--- src/rtl/intr_ctrl.sv ---
`default_nettype none
// ============================================================================
//  Module   : intr_ctrl
//  Purpose  : Edge-latching interrupt controller with per-channel mask,
//             global enable and fixed-priority vector (channel 0 highest).
//             Bus slave with registered rdy_/rd_data.
//  Revision : 1.0  initial release
// ============================================================================
module intr_ctrl #(
  parameter int IRQ_CH = 8
) (
  input  logic              clk,
  input  logic              reset,
  input  logic              cs_,
  input  logic              as_,
  input  logic              rw,
  input  logic [1:0]        addr,
  input  logic [31:0]       wr_data,
  output logic [31:0]       rd_data,
  output logic              rdy_,
  input  logic [IRQ_CH-1:0] irq_in,
  output logic              cpu_irq
);

  localparam logic [1:0] c_ADDR_PEND = 2'd0;
  localparam logic [1:0] c_ADDR_MASK = 2'd1;
  localparam logic [1:0] c_ADDR_VECT = 2'd2;
  localparam logic [1:0] c_ADDR_CTRL = 2'd3;

  logic [IRQ_CH-1:0] r_irq_d;
  logic [IRQ_CH-1:0] r_pend;
  logic [IRQ_CH-1:0] r_mask;
  logic              r_gen;
  logic              r_cpu_irq;
  logic              r_rdy_n;
  logic [31:0]       r_rd_data;

  logic              w_access;
  logic              w_read;
  logic              w_write;
  logic [IRQ_CH-1:0] w_rise;
  logic [IRQ_CH-1:0] w_active;
  logic [IRQ_CH-1:0] w_lowest;
  logic              w_valid;
  logic [4:0]        w_idx;
  logic              w_vect_ack;
  logic [IRQ_CH-1:0] w_clr;
  logic [31:0]       w_pend_ext;
  logic [31:0]       w_mask_ext;
  logic [31:0]       w_rd_mux;
  logic              w_unused;

  assign w_access = !cs_ && !as_;
  assign w_read   = w_access && rw;
  assign w_write  = w_access && !rw;

  assign w_rise   = irq_in & ~r_irq_d;
  assign w_active = r_pend & ~r_mask;
  assign w_valid  = |w_active;

  // Wider data bits beyond the channel count are intentionally ignored.
  assign w_unused = &{1'b0, wr_data};

  // Priority encode: scanning downward leaves the lowest set channel winning.
  always_comb begin
    w_idx    = '0;
    w_lowest = '0;
    for (int i = IRQ_CH - 1; i >= 0; i--) begin
      if (w_active[i]) begin
        w_idx       = 5'(i);
        w_lowest    = '0;
        w_lowest[i] = 1'b1;
      end
    end
  end

  // A VECT read only acknowledges when something is actually being reported.
  assign w_vect_ack = w_read && (addr == c_ADDR_VECT) && w_valid;

  // Clear sources: write-1-to-clear on PEND plus the acknowledged channel.
  always_comb begin
    w_clr = '0;
    if (w_write && (addr == c_ADDR_PEND)) begin
      w_clr = wr_data[IRQ_CH-1:0];
    end
    if (w_vect_ack) begin
      w_clr = w_clr | w_lowest;
    end
  end

  // Zero-extend channel-wide registers onto the 32-bit bus and pick the read view.
  always_comb begin
    w_pend_ext             = '0;
    w_mask_ext             = '0;
    w_pend_ext[IRQ_CH-1:0] = r_pend;
    w_mask_ext[IRQ_CH-1:0] = r_mask;
    case (addr)
      c_ADDR_PEND: w_rd_mux = w_pend_ext;
      c_ADDR_MASK: w_rd_mux = w_mask_ext;
      c_ADDR_VECT: w_rd_mux = {w_valid, 26'b0, w_idx};
      default:     w_rd_mux = {31'b0, r_gen};
    endcase
  end

  // Interrupt state: edge history, pending (set beats clear), mask and enable.
  always_ff @(posedge clk or negedge reset) begin
    if (!reset) begin
      r_irq_d   <= '0;
      r_pend    <= '0;
      r_mask    <= '1;
      r_gen     <= 1'b0;
      r_cpu_irq <= 1'b0;
    end else begin
      r_irq_d   <= irq_in;
      r_pend    <= (r_pend & ~w_clr) | w_rise;
      r_cpu_irq <= r_gen && w_valid;
      if (w_write && (addr == c_ADDR_MASK)) begin
        r_mask <= wr_data[IRQ_CH-1:0];
      end
      if (w_write && (addr == c_ADDR_CTRL)) begin
        r_gen <= wr_data[0];
      end
    end
  end

  // Bus response: one-cycle rdy_ pulse per access, read data only while rdy_ is low.
  always_ff @(posedge clk or negedge reset) begin
    if (!reset) begin
      r_rdy_n   <= 1'b1;
      r_rd_data <= '0;
    end else begin
      r_rdy_n   <= !w_access;
      r_rd_data <= w_read ? w_rd_mux : 32'h0;
    end
  end

  assign rd_data = r_rd_data;
  assign rdy_    = r_rdy_n;
  assign cpu_irq = r_cpu_irq;

endmodule
`default_nettype wire

--- config.mk ---
export PLATFORM = sky130hd
export DESIGN_NAME = intr_ctrl
export DESIGN_NICKNAME = d
export VERILOG_FILES = /design/src/rtl/intr_ctrl.sv
export SDC_FILE = /design/constraint.sdc
export NUM_CORES = 1
export LEC_CHECK = 0
export ABC_AREA = 1
export CAP_MARGIN = 20
export CORE_MARGIN = 2
export CORE_UTILIZATION = 42
export DETAILED_ROUTE_END_ITERATION = 8
export PLACE_DENSITY_LB_ADDON = 0.3
export SYNTH_ARGS = -nofsm -noshare
export SYNTH_HDL_FRONTEND = slang
export SYNTH_SLANG_ARGS = --single-unit
export TNS_END_PERCENT = 20
--- constraint.sdc ---
create_clock -name clk -period 1.82 [get_ports clk]
set_clock_uncertainty 0.15 [all_clocks]
set_input_delay 0.364 -clock clk [delete_from_list [all_inputs] [get_ports clk]]
set_output_delay 0.364 -clock clk [all_outputs]
set_load 0.05 [all_outputs]
Word level (Yosys, flattened, before mapping)
Cells that the tools add are included.
- flip-flop bits (word level): 59
- input port bits: 47
- output and inout port bits: 34
- logic and storage cells: 53
- equality and inequality tests: 3
- mux-type cells: 20
- bitwise logic cells: 8
- reduce and logical (&&, ||, !) cells: 15
- operators with widths (operator ; count):
    32-bit case mux with 3 select lines ; 1
    8-bit 2-to-1 mux ; 10
    32-bit 2-to-1 mux ; 1
    5-bit 2-to-1 mux ; 6
    8-bit AND ; 3
    8-bit NOT ; 3
    8-bit bitwise OR ; 2
    1-bit logical AND ; 9
    8-bit OR reduction ; 1
    3-bit 2-to-1 mux ; 2
    2-bit equality test (second input constant) ; 2
    1-bit zero test ; 4
    2-bit by 1-bit equality test with 1-bit output (second input constant) ; 1
    2-bit zero test ; 1

Logic depth before layout (Yosys ltp)
Gate-level depths: netlist of run 1.
- word-level depth: 15
- depth in mapped cells: 8
- mapped depth without buffers: 8

Least setup slack after synthesis of run 1
No wires, ideal clock.
- path kind: flip-flop to flip-flop
- start: reg r_mask[1]
- end: reg r_pend[4]
- setup time: 121 ps
- arrival time: 1146 ps
- data required time: 1549 ps
- slack: 403 ps
- cell stages (with the launch flop): 8
- buffers on the path: 0
- clock period less this slack: 1417 ps
- cells stage by stage: dfstp_2 > inv_1 > nand2_1 > nand2_1 > nor2_4 > nand3_1 > o21bai_1 > nand2_1
- cells in the longest elaborated chain, start to end: 9
- ends and longest elaborated chain (item ; RTL line ; source):
    start, declared ; 32 ; logic [IRQ_CH-1:0] r_mask;
    start signal, assigned ; 118 ; r_mask <= wr_data[IRQ_CH-1:0];
    8-bit NOT * ; 58 ; assign w_active = r_pend & ~r_mask;
    8-bit AND * ; 58 ;
    8-bit 2-to-1 mux (2 in a row) ; 69 ; if (w_active[i]) begin
    8-bit bitwise OR ; 87 ; w_clr = w_clr | w_lowest;
    8-bit 2-to-1 mux * ; 86 ; if (w_vect_ack) begin
    8-bit NOT * ; 115 ; r_pend <= (r_pend & ~w_clr) | w_rise;
    8-bit AND * ; 115 ;
    8-bit bitwise OR * ; 115 ;
    end signal, assigned ; 115 ;
    end, declared ; 31 ; logic [IRQ_CH-1:0] r_pend;
Every way passes the cells marked *; elsewhere a longest branch is shown, timed or not.
A chain may end at the register's enable or synchronous reset.

Final worst setup path of run 1
- start: reg r_mask[3]
- end: reg r_rd_data[31], in the netlist rd_data[31]
- cells in the longest elaborated chain, start to end: 5
- ends and longest elaborated chain (item ; RTL line ; source):
    8-bit NOT ; 58 ;
    8-bit AND ; 58 ;
    8-bit OR reduction ; 59 ; assign w_valid = |w_active;
    32-bit case mux with 3 select lines ; 97 ; case (addr)
    32-bit 2-to-1 mux ; 133 ; r_rd_data <= w_read ? w_rd_mux : 32'h0;
    end signal, assigned ; 133 ;
    end, declared ; 36 ; logic [31:0] r_rd_data;
Every way passes these cells.

==> results of run 1 <==
[per-layer routing]
layer,global-route usage,wire length (um),vias up
met5,0,0,-
met4,0.06289,61,0
li1,-,-,749
met2,0.2513,1719,36
met1,0.1901,1542,661
met3,0.04416,191,7
[cell type report]
type                    instances  area (sq um)
fillers                       421          1981
flip-flops and latches         36         912.1
multi-input cells             149         742.0
repair buffers                 46         437.9
inverters                      36         135.1
clock buffers                   7         76.32
well taps                      52         65.06
clock inverters                 1         5.005
[worst reg2reg max path, delay by kind of cell, from the launching register on]
kind / cells / cell delay (ns)
simple gates: 5 / 0.68
buf+inv: 3 / 0.19
flops: 1 / 0.53
[through the flow]
stage               hold slack, ns  utilization  area (sq um)  power, mW
floorplan                 -0.08159            -          1973      1.354
finish                      0.2787       0.5451          2374      2.014
global route                0.2893       0.5451          2374      2.133
CTS                         0.2802       0.5451          2374      2.037
global placement            0.2522       0.5264          2292      1.480
detailed placement          0.2703       0.5264          2292      1.487
[flip-flops by register name, summed over array words and instances, names as in the netlist]
name / count
cpu_irq: 1
rd_data: 9
r_mask: 8
r_irq_d: 8
r_pend: 8
rdy_: 1
r_gen: 1
[cell usage after synthesis]
cell,instances
nand2_1,52
inv_1,34
dfrtp_1,27
buf_4,23
nand3_1,12
a21oi_1,11
nor2_1,11
dfstp_2,9
o21ai_0,7
nand2_2,6
a21oi_2,5
nor2_4,4
o21ai_2,4
nor3_1,3
o21bai_1,3
a21boi_0,2
inv_2,2
a22o_1,1
buf_6,1
conb_1,1
nand3_2,1
nand3_4,1
nor2_2,1
o211ai_1,1
o21ai_1,1
[report_power, final]
| part | switching (mW) | leakage, nW | internal, mW | total, mW |
|---|---|---|---|---|
| combinational | 0.364 | 0.744 | 0.173 | 0.536 |
| sequential | 0.0374 | 0.409 | 0.899 | 0.936 |
| clock | 0.273 | 0.0422 | 0.268 | 0.541 |
[cells by family (layout without fill, tap and decap cells)]
logic type | Yosys count | after routing | synth area share
DFF | 36 | 36 | 0.4825
other | 1 | 23 | 0.001984
buffers and inverters | 60 | 90 | 0.1688
AOI/OAI and AO/OA | 35 | 35 | 0.1204
and+or+nand+nor | 91 | 91 | 0.2263
[final timing paths]
| path | slack, ns | cells after the start | start | endpoint |
|---|---|---|---|---|
| max in group asynchronous | 0.98 | 2 | reset | r_mask[5]$_DFFE_PN1P_ |
| max reg2reg | 0.18 | 8 | r_mask[3]$_DFFE_PN1P_ | rd_data[31]$_DFF_PN0_ |
| max | 0.18 | 8 | r_mask[3]$_DFFE_PN1P_ | rd_data[31]$_DFF_PN0_ |
| min reg2reg | 0.28 | 1 | r_irq_d[2]$_DFF_PN0_ | r_pend[2]$_DFF_PN0_ |
| min | 0.28 | 2 | reset | rd_data[3]$_DFF_PN0_ |
| min in group clk | 0.28 | 1 | r_irq_d[2]$_DFF_PN0_ | r_pend[2]$_DFF_PN0_ |
==> key figures, run 1 <==
Floorplanning
  – Starting Density: 0.4342
  – Die X: 71.09 um
  – Die ar.: 5054 sq um
  – Core Box Area: 4354 sq um
  – Die Span Y: 71.09 um
  – FP Rows: 24
  – Num ports: 81

Worst hold path
  – Worst min-delay path category: input pin to async pin

Worst setup path
  – Crit. End Element: flip-flop
  – Slowest CP cell: dfstp_2
  – Worst endpoint data arrival time: 1.68 ns
  – Most used cell, CP: nand2_2
  – Crit start category: flip-flop
  – Crit-path max FO: 7
  – Worst path max stage delay: 0.53 ns
  – CP required: 1.86 ns
  – Buffers & Inverters on Critical Path: 3
  – CP Class: flip-flop to flip-flop
  – Crit path cell chain: inv_1, nand2_1, nand2_2, nor2_4, nand2_2, nand2_2, buf_4, inv_1
  – Top delay family on crit path: simple AND/OR/NAND/NOR gates

Clock network
  – Setup bufs post-CTS: 0
  – Worst-Skew Late Latency: 0.29 ns
  – Clk pin slew, worst setup/hold paths: 0.07 ns
  – Clk buf depth: 2
  – Post-CTS sizing: 0
  – H-tree levels: 2
  – Clock sinks: 36
  – Root Driver: clkbuf_8
  – CTS tree: done
  – CTS Hold Bufs: 0
  – Num CTS Buffers: 5

Place
  – DP HPWL: 2720 um
  – I/O Buffers: 33
  – Dpl ws: -0.1346 ns
  – Gp weighted congestion: 0.8625
  – Dpl cells: 319

Synthesis
  – Post-Syn Area: 1891 sq um
  – Cells after Synth: 223
  – Register area share after synthesis: 0.4825
  – Synth top area share: 0.3574
  – Yosys cell types: 25
  – #FFs+latches synth: 36
  – Yosys Warn Count: 0
  – Leading area contributor after synthesis: dfrtp_1
  – Average cell area after synthesis: 8.478 sq um
  – Largest cells by area after synthesis: dfrtp_1 (36%), dfstp_2 (13%), nand2_1 (10%)

Detailed routing
  – DR iter-0 viols: 62
  – Final WL: 3514 um
  – DR WL/cell: 10.75 um
  – Routed vias/inst: 4.443
  – Vias: 1453
  – Detailed Routing Iterations Pass 1: 4
  – Drt drc: 0
  – Routed Antenna Nets: 0

Pwr
  – Lkg Pwr: 1.195 nW
  – Worst VDD drop: 320.0 uV
  – Pwr/cell area: 848.4 nW/um^2

Final layout
  – Final Instance Count excl. Fillers: 327
  – Most common cell after layout, fill and taps aside: nand2_1
  – Fin nets: 321
  – Layout cell share with drive strength beyond 1: 0.2291
  – Commonest non-fill, non-tap cells in the layout: nand2_1 (52), inv_1 (34), dfrtp_1 (27), conb_1 (23), clkdlybuf4s50_1 (22)
  – Area delta synth->final: 25.55%
  – N_diodes: 0

Timing
  – Final setup fails: 0
  – Unrepaired setup endpoints after global routing: no
  – Setup TNS: 0 ns
  – Post-route setup slack: 0.1760 ns
  – Post-route clock period utilization: 0.9033
  – Final Max Slew Viols: 0
  – Final hold vios: 0
  – Min Tclk post-route: 1.644 ns
  – Fmax: 608.3 MHz

Global routing
  – Largest net degree at the start of global routing: 37
  – Overflow after GRT: 0
  – Total track usage: 0.1532
  – First-pass GRT wire length: 5975 um
  – Initial antenna violation count: 0
  – Vias in the first global route: 1348

Flow run
  – Max Cap Viol: 0

Status
  – Status: finished clean
Power figures use the tool's default switching activity.
==> inputs of run 2 (changes only) <==
CORE_MARGIN = 3   (was 2)
==> key figures, run 2 (synthesized netlist as in run 1, its figures left out) <==
Worst setup path
  – RR Startpoint: r_mask[1]$_DFFE_PN1P_
  – Slowest CP cell: dfstp_2
  – CP required: 1.86 ns (about the same)
  – Crit. End Element: flip-flop
  – Worst endpoint data arrival time: 1.67 ns (about the same)
  – Top delay family on crit path: simple AND/OR/NAND/NOR gates
  – Levels on crit path: 8 (unchanged)
  – FF-to-FF End: rd_data[31]$_DFF_PN0_
  – CP endpoint: rd_data[31]$_DFF_PN0_
  – Worst Setup SP: r_mask[1]$_DFFE_PN1P_
  – Crit start category: flip-flop
  – Crit path cell chain: inv_1, nand2_1, nand2_1, nor2_4, nand2_2, nand2_2, buf_4, inv_1
  – Reg-to-reg slack, setup: 0.18 ns (about the same)
  – Buffers & Inverters on Critical Path: 3 (unchanged)
  – Worst reg2reg path depth: 8 (unchanged)
  – Crit-path max FO: 7 (unchanged)
  – Worst path max stage delay: 0.53 ns (about the same)
  – CP Class: flip-flop to flip-flop

Timing
  – Post-route setup slack: 0.1839 ns (+0.007974 ns)
  – Unrepaired setup endpoints after global routing: no
  – Final hold vios: 0 (unchanged)
  – Min Tclk post-route: 1.636 ns (-0.007974 ns)
  – Fmax: 611.2 MHz (+0.49%)
  – Final setup fails: 0 (unchanged)
  – Final Max Slew Viols: 0 (unchanged)
  – Post-route clock period utilization: 0.8989 (-0.004381)

Pwr
  – Lkg Pwr: 1.200 nW (+0.43%)
  – Switching Power: 677.3 uW (+0.49%)
  – Int Pwr: 1.370 mW (+2.3%)
  – Switching share of power: 0.3308 (-0.003914)
  – Worst VDD drop: 366.1 uV (+14%)
  – Pwr/cell area: 864.0 nW/um^2 (+1.8%)
  – Logic pwr share: 0.260 (-0.006)
  – Total power: 2.047 mW (+1.7%)
  – Flop pwr share: 0.457 (-0.008)
  – Clock power share: 0.283 (+0.014)

Final layout
  – N_diodes: 0 (unchanged)
  – Register area: 912.1 sq um (unchanged)
  – Design Area, Final: 2370 sq um (-0.16%)
  – Most common cell after layout, fill and taps aside: nand2_1
  – Multi-input logic area: 742.0 sq um (unchanged)
  – Layout cell share with drive strength beyond 1: 0.2364 (+0.007273)
  – Largest register FFs: 9 (unchanged)
  – Final-layout fill cell count: 404 (-4.0%)
  – Core Util, Final: 0.5679 (+0.02280)
  – Area delta synth->final: 25.35%
  – Commonest non-fill, non-tap cells in the layout: nand2_1 (52), inv_1 (34), dfrtp_1 (27), conb_1 (23)
  – Fin nets: 321 (unchanged)

Worst hold path
  – Worst hold path depth: 1
  – Worst min-delay path category: flip-flop to flip-flop

Place
  – Dpl ws: -0.1189 ns (+0.01569 ns)
  – Gp weighted congestion: 0.8290 (-3.9%)
  – DP HPWL: 2859 um (+5.1%)
  – I/O Buffers: 33 (unchanged)
  – Cell Area, Placed: 2277 sq um (-0.66%)

Floorplanning
  – FP Rows: 23 (-4.2%)
  – Num ports: 81 (unchanged)
  – Core Box Area: 4173 sq um (-4.2%)
  – Die Span Y: 73.09 um (+2.8%)
  – Starting Density: 0.4531 (+0.01888)
  – Die ar.: 5342 sq um (+5.7%)
  – Die X: 73.09 um (+2.8%)

Status
  – Status: finished clean

Global routing
  – Largest net degree at the start of global routing: 37 (unchanged)
  – First-pass GRT wire length: 6313 um (+5.7%)
  – Vias in the first global route: 1408 (+4.5%)
  – Initial antenna violation count: 0 (unchanged)
  – Total track usage: 0.1544 (+0.001131)
  – Overflow after GRT: 0 (unchanged)

Detailed routing
  – Drt drc: 0 (unchanged)
  – Routed Antenna Nets: 0 (unchanged)
  – DR WL/cell: 11.33 um (+5.5%)
  – Routed vias/inst: 4.477 (+0.75%)
  – Detailed Routing Iterations Pass 1: 4 (unchanged)
  – Final WL: 3683 um (+4.8%)
  – Vias: 1455 (+0.14%)
  – DR iter-0 viols: 36 (-42%)

Clock network
  – Clk pin slew, worst setup/hold paths: 0.07 ns (about the same)
  – H-tree levels: 2 (unchanged)
  – CTS tree: done
  – Post-CTS sizing: 0 (unchanged)
  – Worst-Skew Late Latency: 0.29 ns (about the same)
  – Num CTS Buffers: 5 (unchanged)
  – Clk buf depth: 2 (unchanged)
  – Setup bufs post-CTS: 0 (unchanged)
  – Root Driver: clkbuf_8
  – CTS Hold Bufs: 0 (unchanged)
  – Clock sinks: 36 (unchanged)

Flow run
  – Max Cap Viol: 0 (unchanged)
==> run 2: cell count changes in the layout (fill, tap and decap cells not counted), sizes merged <==
cell / delta
clkbuf: -1
clkinv: +1
==> run 2: layout make-up <==
| type | instances | area share |
|---|---|---|
| clock buffers | 6 | 0.03485 |
| clock inverters | 2 | 0.004224 |
| inverters | 36 | 0.05702 |
| multi-input cells | 149 | 0.3131 |
| flip-flops and latches | 36 | 0.3849 |
| well taps | 50 | 0.02640 |
| repair buffers | 46 | 0.1795 |
==> run 2: worst min-delay path by stage <==
stage / from / end / slack (ns)
2_1_floorplan: reset / cpu_irq$_DFF_PN0_ / -0.08
3_3_place_gp: r_irq_d[2]$_DFF_PN0_ / r_pend[2]$_DFF_PN0_ / 0.25
3_5_place_dp: r_irq_d[2]$_DFF_PN0_ / r_pend[2]$_DFF_PN0_ / 0.27
4_1_cts: r_irq_d[2]$_DFF_PN0_ / r_pend[2]$_DFF_PN0_ / 0.28
5_1_grt: reset / cpu_irq$_DFF_PN0_ / 0.31
6_report: r_irq_d[2]$_DFF_PN0_ / r_pend[2]$_DFF_PN0_ / 0.27
==> run 2: worst register-to-register path, stage by stage (launching register included) <==
cell     delay, ns
dfstp_2       0.53
inv_1         0.07
nand2_1       0.09
nand2_1       0.14
nor2_4        0.16
nand2_2       0.14
nand2_2       0.12
buf_4         0.10
inv_1         0.03
==> run 2: metrics by stage <==
| step | cells | hold slack [ns] | TNS (ns) |
|---|---|---|---|
| floorplan | 245 | -0.08159 | 0 |
| global placement | 317 | 0.2549 | -0.9912 |
| detailed placement | 317 | 0.2724 | -1.417 |
| CTS | 325 | 0.2839 | 0 |
| global route | 325 | 0.3052 | 0 |
| finish | 325 | 0.2726 | 0 |
==> run 2: power by group through the flow <==
stage                     clock [mW]  sequential [mW]  combinational [mW]
after floorplan                    0            0.984               0.370
after global placement             0            0.948               0.527
after detailed placement           0            0.950               0.535
after CTS                      0.605            0.936               0.536
after global routing           0.633            0.947               0.584
final                          0.579            0.936               0.532
==> run 2: routing by layer <==
metal	track usage	part of all wire	wire length (um)
met5	0	0	0
met4	0.06762	0.017	63
met3	0.04545	0.057	210
met2	0.2373	0.47	1739
met1	0.2002	0.45	1671
==> inputs of run 3 (changes only) <==
ABC_AREA = unset   (was 1)
CORE_UTILIZATION = 41   (was 42)
HOLD_SLACK_MARGIN = 0.05   (was unset)
==> key figures, run 3 <==
Status
  – Status: finished, violations left
  – Failing checks: setup timing

Floorplanning
  – FP Rows: 23 (unchanged)
  – Core Box Area: 4115 sq um (-1.4%)
  – Die X: 72.13 um (-1.3%)
  – Die ar.: 5203 sq um (-2.6%)
  – Num ports: 81 (unchanged)
  – Die Span Y: 72.13 um (-1.3%)
  – Starting Density: 0.4357 (-0.01738)

Clock network
  – Clk pin slew, worst setup/hold paths: 0.07 ns (about the same)
  – CTS tree: done
  – H-tree levels: 2 (unchanged)
  – Clock sinks: 36 (unchanged)
  – CTS Hold Bufs: 0 (unchanged)
  – Num CTS Buffers: 5 (unchanged)
  – Root Driver: clkbuf_8
  – Clk buf depth: 2 (unchanged)
  – Worst-Skew Late Latency: 0.29 ns (about the same)

Detailed routing
  – Routed Antenna Nets: 0 (unchanged)
  – Routed vias/inst: 4.863 (+8.6%)
  – Detailed Routing Iterations Pass 1: 4 (unchanged)
  – Drt drc: 0 (unchanged)
  – DR iter-0 viols: 69 (+92%)
  – Final WL: 4069 um (+10%)
  – Vias: 1420 (-2.4%)
  – DR WL/cell: 13.93 um (+23%)

Pwr
  – Lkg Pwr: 1.172 nW (-2.3%)
  – Pwr/cell area: 874.7 nW/um^2 (+1.2%)
  – Worst VDD drop: 593.7 uV (+62%)
  – Total power: 2.200 mW (+7.4%)

Synthesis
  – Synth top cells by count: dfrtp_1 (27), buf_4 (23), nor2b_1 (12)
  – Yosys Warn Count: 0 (unchanged)
  – #FFs+latches synth: 36 (unchanged)
  – Cells after Synth: 170 (-24%)
  – Top-count cell post-synth: dfrtp_1
  – Post-Syn Area: 1793 sq um (-5.2%)
  – Largest cells by area after synthesis: dfrtp_1 (38%), dfstp_2 (13%), buf_4 (9.6%)
  – Yosys cell types: 38 (+52%)
  – Leading area contributor after synthesis: dfrtp_1
  – Average cell area after synthesis: 10.55 sq um (+24%)
  – Synth Flop Type: dfrtp_1
  – Register area share after synthesis: 0.5087 (+0.02626)
  – Post-synth EDFFs: 0 (unchanged)
  – Post-synth ARST share: 1.000 (unchanged)
  – Synth top area share: 0.3768 (+0.01945)

Worst setup path
  – RR Startpoint: r_mask[0]$_DFFE_PN1P_
  – Worst endpoint data arrival time: 2.07 ns (+0.40 ns)
  – CP Class: flip-flop to flip-flop
  – Crit-path max FO: 2 (-5)
  – Crit. End Element: flip-flop
  – Worst Setup SP: r_mask[0]$_DFFE_PN1P_
  – CP required: 1.85 ns (about the same)
  – Crit start category: flip-flop

Global routing
  – Total track usage: 0.1725 (+0.01817)
  – First-pass GRT wire length: 6920 um (+9.6%)
  – Largest net degree at the start of global routing: 37 (unchanged)
  – Initial antenna violation count: 0 (unchanged)
  – Vias in the first global route: 1448 (+2.8%)
  – Overflow after GRT: 0 (unchanged)

Final layout
  – Layout cell share with drive strength beyond 1: 0.3512 (+0.1149)
  – Most common cell after layout, fill and taps aside: buf_4
  – N_diodes: 0 (unchanged)
  – Commonest non-fill, non-tap cells in the layout: buf_4 (43), dfrtp_1 (27), conb_1 (23), clkdlybuf4s50_1 (19)
  – Area delta synth->final: 40.27%
  – Largest register FFs: 9 (unchanged)
  – Fin nets: 288 (-10%)

Timing
  – Hold_ws: 0.2620 ns (-0.01059 ns)
  – Post-route clock period utilization: 1.122 (+0.2228)
  – Fmax: 489.8 MHz (-20%)
  – Final setup fails: 6 (+6)
  – Setup TNS: -0.6319 ns (-0.6319 ns)
  – Post-route setup slack: -0.2215 ns (-0.4054 ns)
  – Final hold vios: 0 (unchanged)
  – Final Max Slew Viols: 0 (unchanged)
  – Unrepaired setup endpoints after global routing: yes
  – Min Tclk post-route: 2.042 ns (+0.4054 ns)

Place
  – Gp weighted congestion: 0.9636 (+16%)
  – DP HPWL: 3047 um (+6.6%)
  – Dpl ws: -0.4962 ns (-0.3773 ns)
  – I/O Buffers: 33 (unchanged)

Worst hold path
  – Hold_sp: r_irq_d[4]$_DFF_PN0_
  – Worst min-delay path category: flip-flop to flip-flop

Flow run
  – Max Cap Viol: 0 (unchanged)
==> run 3: cell type report <==
class,instances,area (sq um)
tap,50,62.56
fill,349,1600
multi-input combinational,122,822.0
timing repair buffer,68,598.1
inverter,8,30.03
clock buffer,8,90.09
sequential,36,912.1
==> run 3: worst paths after layout <==
kind | end | slack [ns] | cells past startpoint
hold reg to reg | r_pend[4]$_DFF_PN0_ | 0.26 | 1
setup / recovery | r_pend[5]$_DFF_PN0_ | -0.22 | 4
hold / removal | r_pend[4]$_DFF_PN0_ | 0.26 | 1
max in group asynchronous | r_mask[0]$_DFFE_PN1P_ | 0.97 | 2
setup reg to reg | r_pend[5]$_DFF_PN0_ | -0.22 | 4
min in group asynchronous | rd_data[0]$_DFF_PN0_ | 0.29 | 2
==> run 3: through the flow <==
step | instances | utilization | area [sq um]
final | 292 | 0.6111 | 2515
after global routing | 292 | 0.6111 | 2515
after CTS | 292 | 0.6023 | 2479
after detailed placement | 283 | 0.5680 | 2337
after global placement | 283 | 0.5680 | 2337
after floorplan | 192 | - | 1876
==> run 3: metal layers <==
layer	global-route usage	routed length [um]
met1	0.2204	1790
met2	0.2730	1950
met3	0.05263	255
met4	0.06889	73
met5	0	0
==> run 3: cell families after synthesis <==
logic type      count (synthesis)  synth area share
buf+inv                        34            0.1193
simple gates                   60            0.1870
flops                          36            0.5087
compound gates                 24           0.09282
other cells                     1          0.002092
mux                            15           0.09002
==> run 3: worst max-delay path: stages (launching register included) <==
cell and delay [ns]:
dfstp_2 0.53, nor2b_2 0.05, or4_4 0.54, or4_4 0.42, a32o_1 0.25
==> run 3: where the power goes <==
group	switching (mW)	internal, mW
clock network	0.272	0.309
logic	0.366	0.287
registers	0.0574	0.908
==> run 3: timing repair <==
item	in CTS	in global routing
setup buffers	1	0
resized for setup	12	9
pin swaps	3	4
setup endpoints to repair	10	19
cloned	0	0
